File: src/rtl/lsu_req_arbiter.sv
// N-channel LSU request arbiter: fixed-priority or round-robin selection into a registered
// request slot, with per-channel RMW word locks and starvation promotion.
module lsu_req_arbiter #(
    parameter int  N_CH       = 2,
    parameter int  AW         = 16,
    parameter int  DW         = 16,
    parameter int  TW         = 2,
    parameter int  MODE       = 0,
    parameter int  STARVE_LIM = 8,
    localparam int CW         = $clog2(N_CH)
) (
    input  logic               clk,
    input  logic               a_rst,
    input  logic [N_CH-1:0]    ch_req,
    input  logic [N_CH*AW-1:0] ch_addr,
    input  logic [N_CH*DW-1:0] ch_data,
    input  logic [N_CH-1:0]    ch_width,
    input  logic [N_CH-1:0]    ch_cmd,
    input  logic [N_CH*TW-1:0] ch_tag,
    input  logic [N_CH-1:0]    ch_lock,
    input  logic [N_CH-1:0]    ch_unlock,
    output logic [N_CH-1:0]    ch_grant,
    output logic [N_CH-1:0]    ch_deny,
    output logic [AW-1:0]      rq_addr,
    output logic [DW-1:0]      rq_data,
    output logic               rq_width,
    output logic               rq_cmd,
    output logic [CW+TW-1:0]   rq_tag,
    output logic               rq_start,
    input  logic               rq_hold
);
    localparam int            SW  = $clog2(STARVE_LIM + 1);
    localparam logic [SW-1:0] LIM = SW'(STARVE_LIM);

    logic             start_q, start_d;
    logic [AW-1:0]    addr_q, addr_d;
    logic [DW-1:0]    data_q, data_d;
    logic             width_q, width_d;
    logic             cmd_q, cmd_d;
    logic [CW+TW-1:0] tag_q, tag_d;
    logic [N_CH-1:0]  lock_v_q, lock_v_d;
    logic [AW-2:0]    lock_a_q [N_CH];
    logic [AW-2:0]    lock_a_d [N_CH];
    logic [SW-1:0]    cnt_q [N_CH];
    logic [SW-1:0]    cnt_d [N_CH];
    logic [CW-1:0]    rr_q, rr_d;

    logic [N_CH-1:0]  elig;
    logic             free, win_v;
    logic [CW-1:0]    win;
    logic [AW-1:0]    sel_addr;
    logic [DW-1:0]    sel_data;
    logic             sel_width, sel_cmd, sel_lock;
    logic [TW-1:0]    sel_tag;

    // Deny compares against registered locks only, so a same-cycle unlock still denies.
    always_comb begin
        for (int unsigned i = 0; i < N_CH; i++) begin
            ch_deny[i] = 1'b0;
            for (int unsigned j = 0; j < N_CH; j++) begin
                if (j != i && lock_v_q[j] && lock_a_q[j] == ch_addr[i*AW+1 +: AW-1])
                    ch_deny[i] = 1'b1;
            end
            ch_deny[i] = ch_deny[i] & ch_req[i] & a_rst;
        end
    end

    assign elig = ch_req & ~ch_deny;
    assign free = ~start_q | ~rq_hold;

    always_comb begin
        int unsigned best;
        int unsigned d;
        logic        starve_hit;
        win_v      = 1'b0;
        win        = '0;
        best       = N_CH;
        d          = 0;
        starve_hit = 1'b0;
        if (MODE == 0) begin
            // Ascending scan: once a starved channel is taken only a higher starved one overrides.
            for (int unsigned i = 0; i < N_CH; i++) begin
                if (elig[i] && (cnt_q[i] == LIM || !starve_hit)) begin
                    win   = CW'(i);
                    win_v = 1'b1;
                    if (cnt_q[i] == LIM) starve_hit = 1'b1;
                end
            end
        end else begin
            for (int unsigned i = 0; i < N_CH; i++) begin
                if (elig[i]) begin
                    d = (i + N_CH - 32'(rr_q) - 1) % N_CH;
                    if (d < best) begin
                        best  = d;
                        win   = CW'(i);
                        win_v = 1'b1;
                    end
                end
            end
        end
        win_v    = win_v & free & a_rst;
        ch_grant = win_v ? ({{(N_CH-1){1'b0}}, 1'b1} << win) : '0;
    end

    always_comb begin
        sel_addr  = '0;
        sel_data  = '0;
        sel_width = 1'b0;
        sel_cmd   = 1'b0;
        sel_lock  = 1'b0;
        sel_tag   = '0;
        for (int unsigned i = 0; i < N_CH; i++) begin
            if (ch_grant[i]) begin
                sel_addr  = ch_addr[i*AW +: AW];
                sel_data  = ch_data[i*DW +: DW];
                sel_width = ch_width[i];
                sel_cmd   = ch_cmd[i];
                sel_lock  = ch_lock[i];
                sel_tag   = ch_tag[i*TW +: TW];
            end
        end
    end

    always_comb begin
        start_d  = win_v | (start_q & rq_hold);
        addr_d   = win_v ? sel_addr : addr_q;
        data_d   = win_v ? sel_data : data_q;
        width_d  = win_v ? sel_width : width_q;
        cmd_d    = win_v ? sel_cmd : cmd_q;
        tag_d    = win_v ? {win, sel_tag} : tag_q;
        rr_d     = (MODE == 1 && win_v) ? win : rr_q;
        lock_v_d = lock_v_q & ~ch_unlock;
        for (int unsigned i = 0; i < N_CH; i++) begin
            lock_a_d[i] = lock_a_q[i];
            cnt_d[i]    = (elig[i] && !ch_grant[i])
                        ? ((cnt_q[i] == LIM) ? LIM : cnt_q[i] + SW'(1)) : '0;
        end
        if (win_v) begin
            if (!sel_cmd && sel_lock) begin
                lock_v_d[win] = 1'b1;
                lock_a_d[win] = sel_addr[AW-1:1];
            end else if (sel_cmd && lock_a_q[win] == sel_addr[AW-1:1]) begin
                lock_v_d[win] = 1'b0;
            end
        end
    end

    always_ff @(posedge clk) begin
        if (!a_rst) begin
            start_q  <= 1'b0;
            addr_q   <= '0;
            data_q   <= '0;
            width_q  <= 1'b0;
            cmd_q    <= 1'b0;
            tag_q    <= '0;
            rr_q     <= '0;
            lock_v_q <= '0;
            for (int unsigned i = 0; i < N_CH; i++) begin
                lock_a_q[i] <= '0;
                cnt_q[i]    <= '0;
            end
        end else begin
            start_q  <= start_d;
            addr_q   <= addr_d;
            data_q   <= data_d;
            width_q  <= width_d;
            cmd_q    <= cmd_d;
            tag_q    <= tag_d;
            rr_q     <= rr_d;
            lock_v_q <= lock_v_d;
            for (int unsigned i = 0; i < N_CH; i++) begin
                lock_a_q[i] <= lock_a_d[i];
                cnt_q[i]    <= cnt_d[i];
            end
        end
    end

    assign rq_start = start_q;
    assign rq_addr  = addr_q;
    assign rq_data  = data_q;
    assign rq_width = width_q;
    assign rq_cmd   = cmd_q;
    assign rq_tag   = tag_q;

endmodule

File: config.mk
export PLATFORM = sky130hd
export DESIGN_NAME = lsu_req_arbiter
export DESIGN_NICKNAME = d
export VERILOG_FILES = /design/src/rtl/lsu_req_arbiter.sv
export SDC_FILE = /design/constraint.sdc
export NUM_CORES = 1
export LEC_CHECK = 0
export CORE_MARGIN = 2
export CORE_UTILIZATION = 52
export CTS_BUF_LIST = sky130_fd_sc_hd__clkbuf_8 sky130_fd_sc_hd__clkbuf_16
export DETAILED_ROUTE_END_ITERATION = 8
export HOLD_SLACK_MARGIN = 0.12
export PLACE_DENSITY = 0.95
export SYNTH_ARGS = -nofsm -noshare
export SYNTH_HDL_FRONTEND = slang
export SYNTH_SLANG_ARGS = --single-unit
File: constraint.sdc
create_clock -name clk -period 7.6 [get_ports clk]
set_clock_uncertainty 0.1 [all_clocks]
set_input_delay 1.9 -clock clk [delete_from_list [all_inputs] [get_ports clk]]
set_output_delay 1.9 -clock clk [all_outputs]
set_load 0.02 [all_outputs]
==> results of run 1 <==
[registers in the layout, summed over array words and instances, names as in the netlist, 2 cells and up]
name and count:
rq_data 16, rq_addr 16, rq_tag 3, lock_a_q 30, cnt_q 8, lock_v_q 2
[cells in the mapped netlist, drive strengths merged (5+ instances only)]
library cell	instances	area (um2)
nand2	114	427.9
dfxtp	78	1562
nor2	61	231.5
a21oi	35	175.2
xor2	34	297.8
a311oi	27	236.5
buf	18	106.4
mux2i	18	200.2
nand3	18	90.09
nor4	18	118.9
xnor2	17	148.9
clkbuf	15	56.30
inv	8	30.03
a31oi	7	43.79
o22a	6	52.55
nor4bb	5	50.05
[placed cells by master, fill, tap and decap left out, drive strengths merged, types with 2 or more instances in the layout]
master	instances
and3	2
nor3	3
nand2	114
nor2b	3
nor2	61
clkdlybuf4s50	122
o22a	6
a31oi	7
ha	4
nand3b	2
o21ai	4
a311oi	27
nor4	18
a21oi	35
nand4	2
xnor2	17
a211oi	4
xor2	34
clkbuf	11
nand2b	3
a32oi	2
nor4bb	5
o32ai	4
clkinv	2
and4	4
a221oi	2
dfxtp	78
mux2i	18
or3	2
nand3	18
buf	9
bufinv	2
inv	8
a2111oi	2
[stage by stage]
stage / power (mW) / util [%] / hold slack (ns) / area (um2)
after global routing: 1.051 / 71.34 / 0.3962 / 5773
after detailed placement: 0.6726 / 68.60 / 0.3526 / 5552
after CTS: 1.017 / 71.34 / 0.3707 / 5773
final: 1.014 / 71.34 / 0.3698 / 5773
after floorplan: 0.5606 / - / 0.3297 / 4283
after global placement: 0.6664 / 68.60 / 0.3415 / 5552
[worst register-to-register path, stage by stage, from the launching register on]
cell	delay, ns
dfxtp_1	0.38
inv_1	0.06
ha_1	0.18
nand3b_1	0.15
nor3b_1	0.35
nand2_1	0.12
o211ai_1	0.55
buf_4	0.52
nand4b_1	0.84
nor3_1	0.42
a21oi_1	0.07
nor2_1	0.11
[worst max path at each step]
stage                          from           to  slack [ns]
after CTS                 ch_req[0]  ch_grant[1]         1.0
final                     ch_req[0]  ch_grant[1]        0.95
after detailed placement  ch_req[0]  ch_grant[1]        1.01
after global routing      ch_req[1]  ch_grant[1]        0.72
after floorplan           ch_req[0]  ch_grant[1]        2.15
after global placement    ch_req[1]  ch_grant[0]        1.00
[kinds of logic (layout without fill, tap and decap cells)]
logic type               Yosys count  count (layout)  share of synthesized area [%]
AND/OR/NAND/NOR                  240             240                          25.47
AO/OA/AOI/OAI                    101             101                          17.03
flip-flops                        78              78                          36.46
XOR/XNOR                          51              51                          10.43
buffers and inverters             41             154                          4.499
multiplexers                      19              19                          4.937
adder cells (fa/ha/maj)            4               4                          1.169
[power groups by stage]
stage / clock network, mW / logic, mW / registers [mW]
2_1_floorplan: 0 / 0.0940 / 0.467
3_3_place_gp: 0 / 0.219 / 0.447
3_5_place_dp: 0 / 0.224 / 0.449
4_1_cts: 0.353 / 0.225 / 0.439
5_1_grt: 0.366 / 0.243 / 0.441
6_report: 0.348 / 0.227 / 0.439
[layout make-up]
cell class	count	area (um2)	area share [%]
multi-input cells	415	2540	44.00
flip-flops and latches	78	1562	27.05
repair buffers	131	1289	22.32
clock buffers	11	151.4	2.622
well taps	105	131.4	2.276
clock inverters	4	70.07	1.214
inverters	8	30.03	0.5202
[routing by layer]
metal / vias to the layer above / wire (um) / share of wire [%] / GRT usage, %
li1: 2109 / - / - / -
met4: 0 / 441 / 3.2 / 15.58
met2: 223 / 6515 / 47 / 50.77
met1: 2132 / 5805 / 42 / 39.05
met3: 46 / 1214 / 8.7 / 6.385
met5: - / 0 / 0 / 0
==> impl_metrics.env, run 1 <==
export IMPL_syn_area_per_cell_um2=8.020
export IMPL_drtAntennaViolNets=0
export IMPL_relSlewSlack_pct=37.07
export IMPL_path_depth=10
export IMPL_cts_tree="yes"
export IMPL_rows=33
export IMPL_drive_gt1_share_pct=5.873
export IMPL_p_per_area_nw_per_um2=175.7
export IMPL_synth_ff_type="dfxtp_1"
export IMPL_path_buf_inv=4
export IMPL_fmax_mhz=150.4
export IMPL_ys_seq_area_share_pct=36.46
export IMPL_place_inst=737
export IMPL_async_flop_share_pct=0
export IMPL_cp_arrival_ns=4.65
export IMPL_grt_pass1_wl_um=21850
export IMPL_cts_resized=0
export IMPL_first_pass_iters=5
export IMPL_syn_nets=619
export IMPL_hold_viol_final=0
export IMPL_clk_pin_slew_ns=0.07
export IMPL_dieArea_um2=8979
export IMPL_synth_area_um2=4283
export IMPL_final_net_count=728
export IMPL_critical_path_max_stage_delay_ns=0.68
export IMPL_crit_family="buffers and inverters"
export IMPL_ctsHoldBuffers=0
export IMPL_start_util_pct=52.92
export IMPL_routedWlPerCell_um=18.59
export IMPL_r2r_start="cnt_q[0][4]"
export IMPL_switching_share_pct=27.72
export IMPL_antenna_cells=0
export IMPL_post_cts_buffers=0
export IMPL_synth_edf_count=0
export IMPL_grt_overflow=0
export IMPL_finalCritPeriodShare_pct=87.46
export IMPL_cts_root_buf="clkbuf_8"
export IMPL_grt_usage_pct=31.15
export IMPL_fp_coreArea_um2=8093
export IMPL_slowest_stage="clkdlybuf4s50_1"
export IMPL_p_int_mw=0.7332
export IMPL_port_buffers=122
export IMPL_r2r_end="lock_a_q[0][10]"
export IMPL_synth_seq_cells=78
export IMPL_dp_hpwl_um=10240
export IMPL_gp_congestion=1.019
export IMPL_power_switching_mw=0.2812
export IMPL_setup_tns_ns=0
export IMPL_initialDrtViolationCount=362
export IMPL_area_growth_pct=34.79
export IMPL_clock_latency_ns=0.35
export IMPL_min_path_cells=1
export IMPL_crit_required_ns=5.60
export IMPL_antenna_found_initial=0
export IMPL_htree_levels=3
export IMPL_power_frac_seq_pct=43.3
export IMPL_path_common_cell="clkdlybuf4s50_1"
export IMPL_regToRegSetupSlack_ns=3.69
export IMPL_dp_slack_ns=1.009
export IMPL_reg2reg_depth=11
export IMPL_crit_chain="clkdlybuf4s50_1 > nand3_1 > nor4_1 > and4_1 > nand2b_1 > buf_4 > a21oi_4 > nand2_1 > inv_1 > clkdlybuf4s50_1"
export IMPL_path_max_fanout=10
export IMPL_rsz0062_at_grt="false"
export IMPL_hold_path_endpoint="cnt_q[0][4]"
export IMPL_clock_sinks=78
export IMPL_die_h_um=94.76
export IMPL_start_kind="primary input"
export IMPL_fin_ws_ns=0.9528
export IMPL_setup_viol=0
export IMPL_io_pins=123
export IMPL_die_x_um=94.76
export IMPL_run_status="finished, final reports clean"
export IMPL_numCtsBuffers=9
export IMPL_vias_per_cell=5.997
export IMPL_drc_errors=0
export IMPL_nFillCells=618
export IMPL_syn_inst=534
export IMPL_first_global_vias=4480
export IMPL_vdd_drop_max_mv=0.09340
export IMPL_synth_cell_types=54
export IMPL_hp_class="register to register"
export IMPL_final_cells=752
export IMPL_synth_warnings=0
export IMPL_maxCapViolCount=0
export IMPL_via_count=4510
export IMPL_min_from="cnt_q[0][4]"
export IMPL_clock_power_share_pct=34.3
export IMPL_endpoint_kind="primary output"
export IMPL_path_class="primary input to primary output"
export IMPL_finalWirelength_um=13980
export IMPL_combPwrFrac_pct=22.4
export IMPL_worst_slew_pin_slew_ns=0.9390
export IMPL_cts_buffer_depth=2
export IMPL_power_leakage_nw=2.180
export IMPL_grt_max_degree=71
export IMPL_finalMaxSlewViolations=0
export IMPL_fin_crit_ns=6.647
(Power assumes the default switching activity.)
==> inputs of run 2 (changes only) <==
--- a/config.mk
+++ b/config.mk
@@ -5,12 +5,12 @@
 export SDC_FILE = /design/constraint.sdc
 export NUM_CORES = 1
 export LEC_CHECK = 0
-export CORE_MARGIN = 2
-export CORE_UTILIZATION = 52
+export CORE_MARGIN = 3
+export CORE_UTILIZATION = 35
 export CTS_BUF_LIST = sky130_fd_sc_hd__clkbuf_8 sky130_fd_sc_hd__clkbuf_16
 export DETAILED_ROUTE_END_ITERATION = 8
 export HOLD_SLACK_MARGIN = 0.12
-export PLACE_DENSITY = 0.95
+export PLACE_DENSITY = 0.73
 export SYNTH_ARGS = -nofsm -noshare
 export SYNTH_HDL_FRONTEND = slang
 export SYNTH_SLANG_ARGS = --single-unit
==> run 2 against run 1 <==
Power up 8.5%. Fmax shrank 4.1%. Highest routed layer unchanged. Via count is 3.1% lower.
==> impl_metrics.env, run 2 (same netlist as run 1, synthesis figures left out) <==
export IMPL_run_status="finished, final reports clean"
export IMPL_finalCritPeriodShare_pct=91.24
export IMPL_final_cells=790
export IMPL_clock_latency_ns=0.34
export IMPL_setup_viol=0
export IMPL_clock_sinks=78
export IMPL_grt_overflow=0
export IMPL_fin_crit_ns=6.934
export IMPL_htree_levels=3
export IMPL_path_max_fanout=10
export IMPL_antenna_cells=0
export IMPL_path_class="primary input to primary output"
export IMPL_endpoint_kind="primary output"
export IMPL_relSlewSlack_pct=33.45
export IMPL_routedWlPerCell_um=18.20
export IMPL_cts_tree="yes"
export IMPL_first_global_vias=4176
export IMPL_p_per_area_nw_per_um2=186.8
export IMPL_die_x_um=116.6
export IMPL_vias_per_cell=5.530
export IMPL_finalMaxSlewViolations=0
export IMPL_initialDrtViolationCount=359
export IMPL_grt_usage_pct=20.94
export IMPL_drtAntennaViolNets=0
export IMPL_crit_family="buffers and inverters"
export IMPL_final_net_count=727
export IMPL_drive_gt1_share_pct=5.873
export IMPL_nFillCells=1175
export IMPL_worst_slew_pin_slew_ns=0.9930
export IMPL_via_count=4369
export IMPL_power_leakage_nw=2.201
export IMPL_dp_hpwl_um=10340
export IMPL_hp_class="register to register"
export IMPL_post_cts_buffers=0
export IMPL_start_util_pct=36.57
export IMPL_slowest_stage="clkdlybuf4s50_1"
export IMPL_setup_tns_ns=0
export IMPL_grt_pass1_wl_um=22320
export IMPL_start_kind="primary input"
export IMPL_layout_commonest_cell="clkdlybuf4s50_1"
export IMPL_die_h_um=116.6
export IMPL_maxCapViolCount=0
export IMPL_clk_pin_slew_ns=0.06
export IMPL_hold_viol_final=0
export IMPL_dieArea_um2=13600
export IMPL_first_pass_iters=5
export IMPL_finalWirelength_um=14380
export IMPL_antenna_found_initial=0
export IMPL_rows=39
export IMPL_drc_errors=0
export IMPL_vdd_drop_max_mv=0.09529
export IMPL_fmax_mhz=144.2
export IMPL_fp_coreArea_um2=11710
export IMPL_most_common_layout_cells="clkdlybuf4s50_1 (122), nand2_1 (114), dfxtp_1 (78), nor2_1 (60)"
export IMPL_ctsHoldBuffers=0
export IMPL_cts_root_buf="clkbuf_16"
export IMPL_cts_buffer_depth=2
export IMPL_crit_chain="clkdlybuf4s50_1 > nand3_1 > nor4_1 > and4_1 > o211a_1 > nand2_1 > inv_1 > clkdlybuf4s50_1"
export IMPL_area_growth_pct=37.51
export IMPL_cp_arrival_ns=4.93
export IMPL_port_buffers=122
export IMPL_top_register="lock_a_q"
export IMPL_gp_congestion=0.9696
export IMPL_io_pins=123
export IMPL_largest_register_ffs=30
export IMPL_path_common_cell="clkdlybuf4s50_1"
export IMPL_crit_required_ns=5.60
export IMPL_critical_path_max_stage_delay_ns=0.71
export IMPL_cts_resized=0
export IMPL_place_inst=774
export IMPL_grt_max_degree=71
export IMPL_numCtsBuffers=9
export IMPL_path_buf_inv=3
export IMPL_rsz0062_at_grt="false"
==> run 2: changes by cell type in the layout (fill, tap and decap cells not counted), sizes merged <==
cell,delta
clkinvlp,+2
buf,-1
inv,+1
clkinv,+1
clkbuf,-2
bufinv,-1
==> run 2: where the power goes <==
group	leakage, nW	switching [mW]	internal (mW)
combinational	1.42	0.120	0.105
clock	0.142	0.181	0.255
sequential	0.637	0.0114	0.428
==> run 2: worst register-to-register path, stage by stage (launching register included) <==
cell,delay [ns]
dfxtp_1,0.46
xor2_1,0.25
nor4_1,0.08
and4_1,0.30
nand2b_1,0.37
a21oi_4,0.24
buf_4,0.49
nand4b_1,0.88
nor3_1,0.44
a21oi_1,0.07
nor2_1,0.12
==> run 2: metrics by stage <==
step / power, mW / util (%) / setup slack (ns) / cell area [um2] / hold slack [ns]
5_1_grt: 1.149 / 50.29 / 0.5000 / 5889 / 0.4058
2_1_floorplan: 0.5606 / - / 2.151 / 4283 / 0.3297
3_5_place_dp: 0.6724 / 47.75 / 0.7615 / 5592 / 0.3551
6_report: 1.100 / 50.29 / 0.6659 / 5889 / 0.3658
4_1_cts: 1.107 / 50.29 / 0.7588 / 5889 / 0.3672
3_3_place_gp: 0.6683 / 47.75 / 0.7944 / 5592 / 0.3409
==> run 2: layout make-up <==
| cell class | count | area, um2 | share of cell area (%) |
|---|---|---|---|
| Inverter | 8 | 30.03 | 0.5099 |
| Timing Repair Buffer | 130 | 1281 | 21.75 |
| Clock inverter | 7 | 72.57 | 1.232 |
| Sequential cell | 78 | 1562 | 26.51 |
| Multi-Input combinational cell | 415 | 2540 | 43.13 |
| Clock buffer | 9 | 225.2 | 3.824 |
| Tap cell | 143 | 178.9 | 3.038 |
==> run 2: worst paths after layout <==
path	from	end	slack, ns	cells after the start
worst min-delay path	cnt_q[0][0]	cnt_q[0][0]	0.37	1
worst max-delay path	ch_req[0]	ch_grant[1]	0.67	8
worst max register to register	lock_a_q[1][12]	lock_a_q[0][10]	3.75	10
worst min register to register	cnt_q[0][0]	cnt_q[0][0]	0.37	1
==> run 2: per-layer routing <==
layer	vias up	track usage, %	part of all wire, %
met4	0	5.734	1.9
li1	2110	-	-
met3	22	3.523	6.4
met1	2057	28.59	45
met2	180	34.29	47
met5	-	0	0
